`src/rtl/stopwatch_lap_ctrl_if.sv`:
```
// Stopwatch button/display bundle.
// master: board side, drives the two push-buttons and observes the display.
// slave : stopwatch core, samples the buttons and drives time, segments, status.
//   start_stop, lap            button levels (asynchronous to clk)
//   time_bcd                   {mm10,mm1,ss10,ss1,cs10,cs1} 4-bit BCD digits
//   mm10..cs1                  active-low segments {g,f,e,d,c,b,a}
//   running, lap_active        RUN state / display frozen by lap
//   overflow                   one-cycle pulse on wrap to 00:00.00
interface stopwatch_lap_ctrl_if;
  logic        start_stop;
  logic        lap;
  logic [23:0] time_bcd;
  logic [6:0]  mm10;
  logic [6:0]  mm1;
  logic [6:0]  ss10;
  logic [6:0]  ss1;
  logic [6:0]  cs10;
  logic [6:0]  cs1;
  logic        running;
  logic        lap_active;
  logic        overflow;

  modport master (
    output start_stop, lap,
    input  time_bcd, mm10, mm1, ss10, ss1, cs10, cs1,
    input  running, lap_active, overflow
  );

  modport slave (
    input  start_stop, lap,
    output time_bcd, mm10, mm1, ss10, ss1, cs10, cs1,
    output running, lap_active, overflow
  );
endinterface

```
`src/rtl/stopwatch_lap_ctrl.sv`:
```
// Stopwatch core: start/stop/resume FSM, lap display freeze and a cascaded
// BCD time base (cs 00..99, ss 00..59, mm 00..MAX_MIN) on a single clock.
// Ports:
//   clk   system clock
//   rst   asynchronous active-low reset
//   sw    slave side of stopwatch_lap_ctrl_if (buttons in, display/status out)
// Parameters:
//   TICK_DIV     clock cycles per centisecond tick (>= 2)
//   MAX_MIN      highest minute value before wrap (1..99)
//   SYNC_STAGES  synchronizer flops per button (>= 2)
module stopwatch_lap_ctrl #(
  parameter int unsigned TICK_DIV    = 500000,
  parameter int unsigned MAX_MIN     = 59,
  parameter int unsigned SYNC_STAGES = 2
) (
  input  logic                 clk,
  input  logic                 rst,
  stopwatch_lap_ctrl_if.slave  sw
);

  localparam int unsigned PRESC_W = $clog2(TICK_DIV);
  localparam logic [PRESC_W-1:0] PRESC_LAST = PRESC_W'(TICK_DIV - 1);
  localparam logic [3:0] MAX_MM10 = 4'(MAX_MIN / 10);
  localparam logic [3:0] MAX_MM1  = 4'(MAX_MIN % 10);

  typedef struct packed {
    logic [3:0] mm10;
    logic [3:0] mm1;
    logic [3:0] ss10;
    logic [3:0] ss1;
    logic [3:0] cs10;
    logic [3:0] cs1;
  } bcd_time_t;

  typedef enum logic [1:0] {
    ST_IDLE  = 2'd0,
    ST_RUN   = 2'd1,
    ST_PAUSE = 2'd2
  } state_t;

  // Button synchronizers and registered rising-edge detectors
  logic [SYNC_STAGES-1:0] start_sync_q;
  logic [SYNC_STAGES-1:0] lap_sync_q;
  logic                   start_prev_q;
  logic                   lap_prev_q;
  logic                   start_edge_q;
  logic                   lap_edge_q;

  always_ff @(posedge clk or negedge rst) begin
    if (!rst) begin
      start_sync_q <= '0;
      lap_sync_q   <= '0;
      start_prev_q <= 1'b0;
      lap_prev_q   <= 1'b0;
      start_edge_q <= 1'b0;
      lap_edge_q   <= 1'b0;
    end else begin
      start_sync_q <= {start_sync_q[SYNC_STAGES-2:0], sw.start_stop};
      lap_sync_q   <= {lap_sync_q[SYNC_STAGES-2:0], sw.lap};
      start_prev_q <= start_sync_q[SYNC_STAGES-1];
      lap_prev_q   <= lap_sync_q[SYNC_STAGES-1];
      start_edge_q <= start_sync_q[SYNC_STAGES-1] & ~start_prev_q;
      lap_edge_q   <= lap_sync_q[SYNC_STAGES-1] & ~lap_prev_q;
    end
  end

  // Control state and datapath registers
  state_t              state_q;
  state_t              state_d;
  logic [PRESC_W-1:0]  presc_q;
  bcd_time_t           live_q;
  bcd_time_t           lap_q;
  logic                lap_active_q;
  logic                running_q;
  logic                overflow_q;

  logic                tick_c;
  logic                clear_c;
  logic                lap_toggle_c;
  bcd_time_t           live_inc_c;
  logic                at_max_c;

  // FSM state register
  always_ff @(posedge clk or negedge rst) begin
    if (!rst) begin
      state_q <= ST_IDLE;
    end else begin
      state_q <= state_d;
    end
  end

  // FSM next state and control strobes; start beats lap in the same cycle
  always_comb begin
    state_d      = state_q;
    tick_c       = 1'b0;
    clear_c      = 1'b0;
    lap_toggle_c = 1'b0;

    unique case (state_q)
      ST_IDLE: begin
        if (start_edge_q) begin
          state_d = ST_RUN;
        end
      end
      ST_RUN: begin
        tick_c = (presc_q == PRESC_LAST);
        if (start_edge_q) begin
          state_d = ST_PAUSE;
        end else if (lap_edge_q) begin
          lap_toggle_c = 1'b1;
        end
      end
      ST_PAUSE: begin
        if (start_edge_q) begin
          state_d = ST_RUN;
        end else if (lap_edge_q) begin
          clear_c = 1'b1;
          state_d = ST_IDLE;
        end
      end
      default: begin
        state_d = ST_IDLE;
      end
    endcase
  end

  // Prescaler advances only in RUN, so a partial tick survives a pause
  always_ff @(posedge clk or negedge rst) begin
    if (!rst) begin
      presc_q <= '0;
    end else if (clear_c) begin
      presc_q <= '0;
    end else if (state_q == ST_RUN) begin
      presc_q <= tick_c ? '0 : presc_q + PRESC_W'(1);
    end
  end

  // Next BCD value: each digit rolls only when all lower digits roll
  always_comb begin
    live_inc_c = live_q;
    at_max_c   = (live_q.mm10 == MAX_MM10) && (live_q.mm1 == MAX_MM1) &&
                 (live_q.ss10 == 4'd5) && (live_q.ss1 == 4'd9) &&
                 (live_q.cs10 == 4'd9) && (live_q.cs1 == 4'd9);

    if (live_q.cs1 != 4'd9) begin
      live_inc_c.cs1 = live_q.cs1 + 4'd1;
    end else begin
      live_inc_c.cs1 = 4'd0;
      if (live_q.cs10 != 4'd9) begin
        live_inc_c.cs10 = live_q.cs10 + 4'd1;
      end else begin
        live_inc_c.cs10 = 4'd0;
        if (live_q.ss1 != 4'd9) begin
          live_inc_c.ss1 = live_q.ss1 + 4'd1;
        end else begin
          live_inc_c.ss1 = 4'd0;
          if (live_q.ss10 != 4'd5) begin
            live_inc_c.ss10 = live_q.ss10 + 4'd1;
          end else begin
            live_inc_c.ss10 = 4'd0;
            if ((live_q.mm10 == MAX_MM10) && (live_q.mm1 == MAX_MM1)) begin
              live_inc_c.mm10 = 4'd0;
              live_inc_c.mm1  = 4'd0;
            end else if (live_q.mm1 != 4'd9) begin
              live_inc_c.mm1 = live_q.mm1 + 4'd1;
            end else begin
              live_inc_c.mm1  = 4'd0;
              live_inc_c.mm10 = live_q.mm10 + 4'd1;
            end
          end
        end
      end
    end
  end

  // Live count and wrap pulse
  always_ff @(posedge clk or negedge rst) begin
    if (!rst) begin
      live_q     <= '0;
      overflow_q <= 1'b0;
    end else begin
      overflow_q <= tick_c & at_max_c;
      if (clear_c) begin
        live_q <= '0;
      end else if (tick_c) begin
        live_q <= live_inc_c;
      end
    end
  end

  // Lap freeze; the latch takes the pre-increment value on a tick cycle
  always_ff @(posedge clk or negedge rst) begin
    if (!rst) begin
      lap_q        <= '0;
      lap_active_q <= 1'b0;
    end else if (clear_c) begin
      lap_q        <= '0;
      lap_active_q <= 1'b0;
    end else if (lap_toggle_c) begin
      lap_active_q <= ~lap_active_q;
      if (!lap_active_q) begin
        lap_q <= live_q;
      end
    end
  end

  // Registered RUN indication, aligned with the state register
  always_ff @(posedge clk or negedge rst) begin
    if (!rst) begin
      running_q <= 1'b0;
    end else begin
      running_q <= (state_d == ST_RUN);
    end
  end

  // Active-low {g,f,e,d,c,b,a}; non-BCD codes blank the digit
  function automatic logic [6:0] seg7(input logic [3:0] d);
    logic [6:0] s;
    s = 7'h7F;
    case (d)
      4'd0:    s = 7'h40;
      4'd1:    s = 7'h79;
      4'd2:    s = 7'h24;
      4'd3:    s = 7'h30;
      4'd4:    s = 7'h19;
      4'd5:    s = 7'h12;
      4'd6:    s = 7'h02;
      4'd7:    s = 7'h78;
      4'd8:    s = 7'h00;
      4'd9:    s = 7'h10;
      default: s = 7'h7F;
    endcase
    return s;
  endfunction

  bcd_time_t disp_c;
  assign disp_c = lap_active_q ? lap_q : live_q;

  assign sw.time_bcd   = disp_c;
  assign sw.mm10       = seg7(disp_c.mm10);
  assign sw.mm1        = seg7(disp_c.mm1);
  assign sw.ss10       = seg7(disp_c.ss10);
  assign sw.ss1        = seg7(disp_c.ss1);
  assign sw.cs10       = seg7(disp_c.cs10);
  assign sw.cs1        = seg7(disp_c.cs1);
  assign sw.running    = running_q;
  assign sw.lap_active = lap_active_q;
  assign sw.overflow   = overflow_q;

endmodule

```
`src/flat_wrapper.sv`:
```
// flat-port wrapper written by rule: the top's interface ports become plain ports
module stopwatch_lap_ctrl_flat 
#(
  parameter int unsigned TICK_DIV    = 500000,
  parameter int unsigned MAX_MIN     = 59,
  parameter int unsigned SYNC_STAGES = 2
)
  (clk, rst, sw_start_stop, sw_lap, sw_time_bcd, sw_mm10, sw_mm1, sw_ss10, sw_ss1, sw_cs10, sw_cs1, sw_running, sw_lap_active, sw_overflow);
  stopwatch_lap_ctrl_if sw_i ();
  input  logic clk;
  input  logic rst;
  input wire logic [$bits(sw_i.start_stop)-1:0] sw_start_stop;
  input wire logic [$bits(sw_i.lap)-1:0] sw_lap;
  output wire logic [$bits(sw_i.time_bcd)-1:0] sw_time_bcd;
  output wire logic [$bits(sw_i.mm10)-1:0] sw_mm10;
  output wire logic [$bits(sw_i.mm1)-1:0] sw_mm1;
  output wire logic [$bits(sw_i.ss10)-1:0] sw_ss10;
  output wire logic [$bits(sw_i.ss1)-1:0] sw_ss1;
  output wire logic [$bits(sw_i.cs10)-1:0] sw_cs10;
  output wire logic [$bits(sw_i.cs1)-1:0] sw_cs1;
  output wire logic [$bits(sw_i.running)-1:0] sw_running;
  output wire logic [$bits(sw_i.lap_active)-1:0] sw_lap_active;
  output wire logic [$bits(sw_i.overflow)-1:0] sw_overflow;
  assign sw_i.start_stop = sw_start_stop;
  assign sw_i.lap = sw_lap;
  assign sw_time_bcd = sw_i.time_bcd;
  assign sw_mm10 = sw_i.mm10;
  assign sw_mm1 = sw_i.mm1;
  assign sw_ss10 = sw_i.ss10;
  assign sw_ss1 = sw_i.ss1;
  assign sw_cs10 = sw_i.cs10;
  assign sw_cs1 = sw_i.cs1;
  assign sw_running = sw_i.running;
  assign sw_lap_active = sw_i.lap_active;
  assign sw_overflow = sw_i.overflow;
  stopwatch_lap_ctrl #(.TICK_DIV(TICK_DIV), .MAX_MIN(MAX_MIN), .SYNC_STAGES(SYNC_STAGES)) u_core (.clk(clk), .rst(rst), .sw(sw_i));
endmodule
```
`config.mk`:
```
export PLATFORM = sky130hd
export DESIGN_NAME = stopwatch_lap_ctrl_flat
export DESIGN_NICKNAME = d
export VERILOG_FILES = /design/src/rtl/stopwatch_lap_ctrl_if.sv /design/src/rtl/stopwatch_lap_ctrl.sv /design/src/flat_wrapper.sv
export SDC_FILE = /design/constraint.sdc
export NUM_CORES = 1
export LEC_CHECK = 0
export ABC_AREA = 1
export CORE_ASPECT_RATIO = 0.8
export CORE_MARGIN = 2
export CORE_UTILIZATION = 55
export CTS_CLUSTER_SIZE = 8
export DETAILED_ROUTE_END_ITERATION = 10
export PLACE_DENSITY_LB_ADDON = 0.3
export SYNTH_ARGS = -nofsm -noshare
export SYNTH_HDL_FRONTEND = slang
export SYNTH_SLANG_ARGS = --single-unit
```
`constraint.sdc`:
```
create_clock -name clk -period 2.35 [get_ports clk]
set_input_delay 0.47 -clock clk [delete_from_list [all_inputs] [get_ports clk]]
set_output_delay 0.47 -clock clk [all_outputs]
set_load 0.05 [all_outputs]
```
Word level (Yosys, flattened, before mapping)
Memory sizes are Yosys's and may differ from the RTL's.
Cells that the tools add are included.
{ "word_totals": {"register_bits": 80, "rom_bits": 672, "in_bits": 4, "out_inout_bits": 69, "elab_cells": 107, "n_memories": 6} }
{ "op_classes": {"add_sub_neg": 7, "eq_ne": 20, "n_mux": 31, "bitwise": 6, "reduce_logical": 14} }
{ "memory_table": {"columns": ["memory", "depth", "width", "read_ports", "rd_clocked_by_memory_dff", "wr", "line_no", "source"], "rows": [
  ["(no name shown)", 16, 7, 1, 0, 0, "stopwatch_lap_ctrl.sv:220", "case (d)"],
  ["(no name shown)", 16, 7, 1, 0, 0, "stopwatch_lap_ctrl.sv:220", null],
  ["(no name shown)", 16, 7, 1, 0, 0, "stopwatch_lap_ctrl.sv:220", null],
  ["(no name shown)", 16, 7, 1, 0, 0, "stopwatch_lap_ctrl.sv:220", null],
  ["(no name shown)", 16, 7, 1, 0, 0, "stopwatch_lap_ctrl.sv:220", null],
  ["(no name shown)", 16, 7, 1, 0, 0, "stopwatch_lap_ctrl.sv:220", null]
]} }
{ "op_table": {"columns": ["cell", "n"], "rows": [
  ["$mux 24", 5],
  ["$mux 19", 3],
  ["$add 4x1->4 const B", 6],
  ["$mux 4", 6],
  ["$mux 20", 1],
  ["$add 19x1->19 const B", 1],
  ["$eq 19x19->1 const B", 1],
  ["$eq 4x4->1 const B", 4],
  ["$mux 16", 1],
  ["$mux 8", 2],
  ["$ne 4x4->1 const B", 4],
  ["$mux 12", 1],
  ["$eq 4x3->1 const B", 2],
  ["$mux 2", 4],
  ["$ne 2x1->1 const B", 4],
  ["$mux 1", 7],
  ["$pmux 2 s3", 1],
  ["$reduce_and 6->1", 1],
  ["$reduce_bool 2->1", 3],
  ["$logic_and 1x1->1", 5],
  ["$reduce_and 5->1", 1],
  ["$eq 2x1->1 const B", 2],
  ["$ne 4x3->1 const B", 1],
  ["$reduce_and 4->1", 1],
  ["7 further kinds", 11]
]} }

Longest topological paths before layout
{ "depth": {"ltp_word": 9, "mapped_depth": 11, "mapped_depth_nobuf": 11} }

Worst setup path before layout
Ideal clock, no wire load.
{ "synth_timing": {"kind": "reg-to-output", "from": "register u_core.lap_active_q (netlist: u_core.sw.lap_active)", "to": "output sw_ss1[5]", "t_arrival_ns": 3.006, "required_time_ns": 1.880, "setup_slack_ns": -1.126, "path_stages_with_launch": 8, "path_buffers": 2, "path_cell_list": "dfrtp_1 > buf_6 > buf_12 > o21ai_2 > inv_1 > ha_1 > o21ai_1 > o21ai_0"} }
{ "synth_via": {"elab_chain_len": 2} }
{ "synth_lines": {"columns": ["element", "line_no", "source"], "rows": [
  ["start, declared", "stopwatch_lap_ctrl.sv:73", "logic lap_active_q;"],
  ["start signal, assigned", "stopwatch_lap_ctrl.sv:200", "lap_active_q <= ~lap_active_q;"],
  ["$mux 24", "stopwatch_lap_ctrl.sv:237", "assign disp_c = lap_active_q ? lap_q : live_q;"],
  ["via sw_time_bcd[8]", "flat_wrapper.sv:14", "output wire logic [$bits(sw_i.time_bcd)-1:0] sw_time_bcd;"],
  ["$mem_v2 16x7", null, null],
  ["end, declared", "flat_wrapper.sv:18", "output wire logic [$bits(sw_i.ss1)-1:0] sw_ss1;"]
]} }
The timed path passes the listed nets, and every way through them passes these cells.

Worst setup path in the final report
{ "layout_timing": {"from": "register u_core.lap_active_q (netlist: u_core.sw.lap_active)", "to": "output sw_ss10[0]"} }
{ "layout_via": {"elab_chain_len": 2} }
{ "layout_lines": {"columns": ["element", "line_no", "source"], "rows": [
  ["$mux 24", "stopwatch_lap_ctrl.sv:237", null],
  ["$mem_v2 16x7", null, null],
  ["end, declared", "flat_wrapper.sv:17", "output wire logic [$bits(sw_i.ss10)-1:0] sw_ss10;"]
]} }
Every way passes these cells.

==> flow_summary.toml <==
[synthesis]
ys_ff_latch = 80
synth_nets = 747
ys.flop_type = "dfrtp_1"
synthesis.area_um2 = 5530
synth-edff-count = 0
ys_seq_area_frac = 0.362
synth-async-reset-ratio = 1.00
syn_area_per_cell_um2 = 7.90
syn_inst = 700
synth.distinct_cells = 37
synth_warnings = 0

[worst_hold_path]
hold_path.class = "in2async"

[clock_network]
postCtsHoldBufs = 0
cts_buffer_depth = 2
numCtsBuffers = 9
cts.sinks = 80
clkSlewWorstSetupHoldPaths_ns = 0.07
clk-insertion-delay-late_ns = 0.35
clockRootBuffer = "clkbuf_16"
htree_levels = 3
cts_tree = "yes"

[detailed_routing]
via_per_inst = 6.05
drt_iter0_markers = 852
first_pass_iters = 7
avgRoutedWirePerCell_um = 20.1
drtAntennaViolNets = 0
vias = 5992
finalWirelength_mm = 19.9
drcViolationCount = 0

[global_routing]
antenna_found_initial = 0
track_usage = 0.351
gr-total-overflow = 0
grt_start_max_net_pins = 57
grt_pass1_vias = 5870
grt_pass1_wl_mm = 29.4

[worst_setup_path]
crit_required_ns = 1.88
critPathLaunchType = "flop"
critPathKind = "reg2out"
arrival_ns = 2.18
cp-end-kind = "output pin"
cp_max_fo = 17

[cells_and_area]
final_cell_mix = "nand2_1, dfrtp_1, inv_1"
layout_commonest_cell = "nand2_1"
area_delta_synth_final_pct = 55.4
fin_area_um2 = 8590
n_antenna_cell = 0
drive_gt1_frac = 0.411
nets = 896

[sta]
skew_ns = 0.00774
tightest_slew_ns = 0.715
period_share = 1.13
hold_viol = 0
worst_slack_ns = -0.305
max_freq_mhz = 377
setup_viol = 45
relSlewSlack = 0.523
fin_crit_ns = 2.65
rsz0062_at_grt = "yes"
maxSlewViolCount = 0

[floorplanning]
coreArea_um2 = 9730
die_area_um2 = 10900
start_util = 0.568
die_h_um = 93.7
die_w_um = 116
io_pins = 73
num_rows = 32

[placement]
portBuffers = 72
dp_hpwl_mm = 10.5
gp_congestion = 0.845
dpl_cell_area_um2 = 7730

[status]
status = "complete, but fails checks"
failed_checks = "negative setup slack"

[run]
cap_viol_max_count = 0
cells in the mapped netlist, types with 5 or more instances:
cell / number / share of area
inv_1: 88 / 0.060
nand2_4: 5 / 0.010
inv_2: 15 / 0.010
o21ai_0: 24 / 0.022
or2_2: 6 / 0.0068
xor2_1: 9 / 0.014
a21oi_1: 9 / 0.0081
o21ai_1: 47 / 0.043
nand2_1: 127 / 0.086
nor2_1: 76 / 0.052
o21ai_4: 9 / 0.026
ha_1: 43 / 0.097
buf_2: 6 / 0.0054
buf_6: 6 / 0.012
o22ai_1: 25 / 0.028
o21ai_2: 20 / 0.032
nand3_1: 34 / 0.031
dfrtp_1: 80 / 0.36
nand4_1: 14 / 0.016
nand2_2: 12 / 0.014
nor3_1: 9 / 0.0081
final timing paths:
| kind | start | end | slack, ns | cells past startpoint |
|---|---|---|---|---|
| worst max-delay path | u_core.sw.lap_active$_DFFE_PN0P_ | sw_ss10[0] | -0.30 | 8 |
| worst min register to register | u_core.start_sync_q[0]$_DFF_PN0_ | u_core.start_sync_q[1]$_DFF_PN0_ | 0.35 | 0 |
| min in group clk | u_core.start_sync_q[0]$_DFF_PN0_ | u_core.start_sync_q[1]$_DFF_PN0_ | 0.35 | 0 |
| max in group asynchronous | rst | u_core.live_q[13]$_DFFE_PN0P_ | 1.41 | 2 |
| worst min-delay path | rst | u_core.presc_q[18]$_DFFE_PN0P_ | 0.17 | 1 |
| worst max register to register | u_core.presc_q[0]$_DFFE_PN0P_ | u_core.live_q[15]$_DFFE_PN0P_ | 0.06 | 9 |
layer usage:
layer	part of all wire	global-route usage	wire (um)
met1	0.35	0.401	6970
met2	0.50	0.615	9890
met3	0.082	0.0813	1630
met4	0.072	0.178	1430
met5	0	0	0
sequential cells by signal (all words and copies together) (netlist names):
name / flops
u_core.presc_q: 19
u_core.live_q: 24
u_core.sw.overflow: 1
u_core.sw.lap_active: 1
u_core.lap_edge_q: 1
u_core.start_sync_q: 2
u_core.start_edge_q: 1
u_core.start_prev_q: 1
u_core.lap_sync_q: 2
u_core.lap_prev_q: 1
u_core.sw.running: 1
u_core.lap_q: 24
u_core.state_q: 2
cells by family (layout without fill, tap and decap cells):
kind of cell / count (synthesis) / after routing / share of synthesized area
compound gates: 145 / 145 / 0.178
xor+xnor: 13 / 13 / 0.0206
flops: 80 / 80 / 0.362
fa+ha+maj: 43 / 43 / 0.0973
buf+inv: 125 / 279 / 0.102
simple gates: 294 / 294 / 0.240
through the flow:
| step | setup TNS, ns | cells | hold WS, ns | setup slack [ns] | util |
|---|---|---|---|---|---|
| after detailed placement | 0 | 946 | 0.339 | 0.0898 | 0.794 |
| final | -8.35 | 990 | 0.170 | -0.305 | 0.883 |
| after global placement | 0 | 946 | 0.336 | 0.123 | 0.794 |
| after CTS | -7.03 | 983 | 0.197 | -0.223 | 0.866 |
| after global routing | -10.27 | 990 | 0.227 | -0.318 | 0.883 |
| after floorplan | -6.15 | 700 | 0.174 | -0.216 | - |
critical path: stages (launching register included):
cell	delay (ns)
dfrtp_4	0.50
buf_12	0.18
o21ai_4	0.24
buf_4	0.19
buf_4	0.11
ha_1	0.23
nor2_4	0.07
o21ai_4	0.13
buf_6	0.18
layout make-up:
type	count	area, um^2
fillers	382	1140
well taps	136	170
flip-flops and latches	80	2010
inverters	108	477
multi-input cells	495	3880
clock inverters	7	55.1
clock buffers	9	225
repair buffers	155	1780
what timing repair did:
| action | CTS | global route |
|---|---|---|
| buffers inserted | 21 | 7 |
| setup endpoints to repair | 42 | 43 |
| gates resized for setup | 61 | 27 |
| endpoints found under the hold margin | 0 | 0 |
| pin swaps | 4 | 9 |
Power is left out: the tool's default activity adds up to more than one toggle a clock period on the data nets, which glitch-free logic cannot reach.
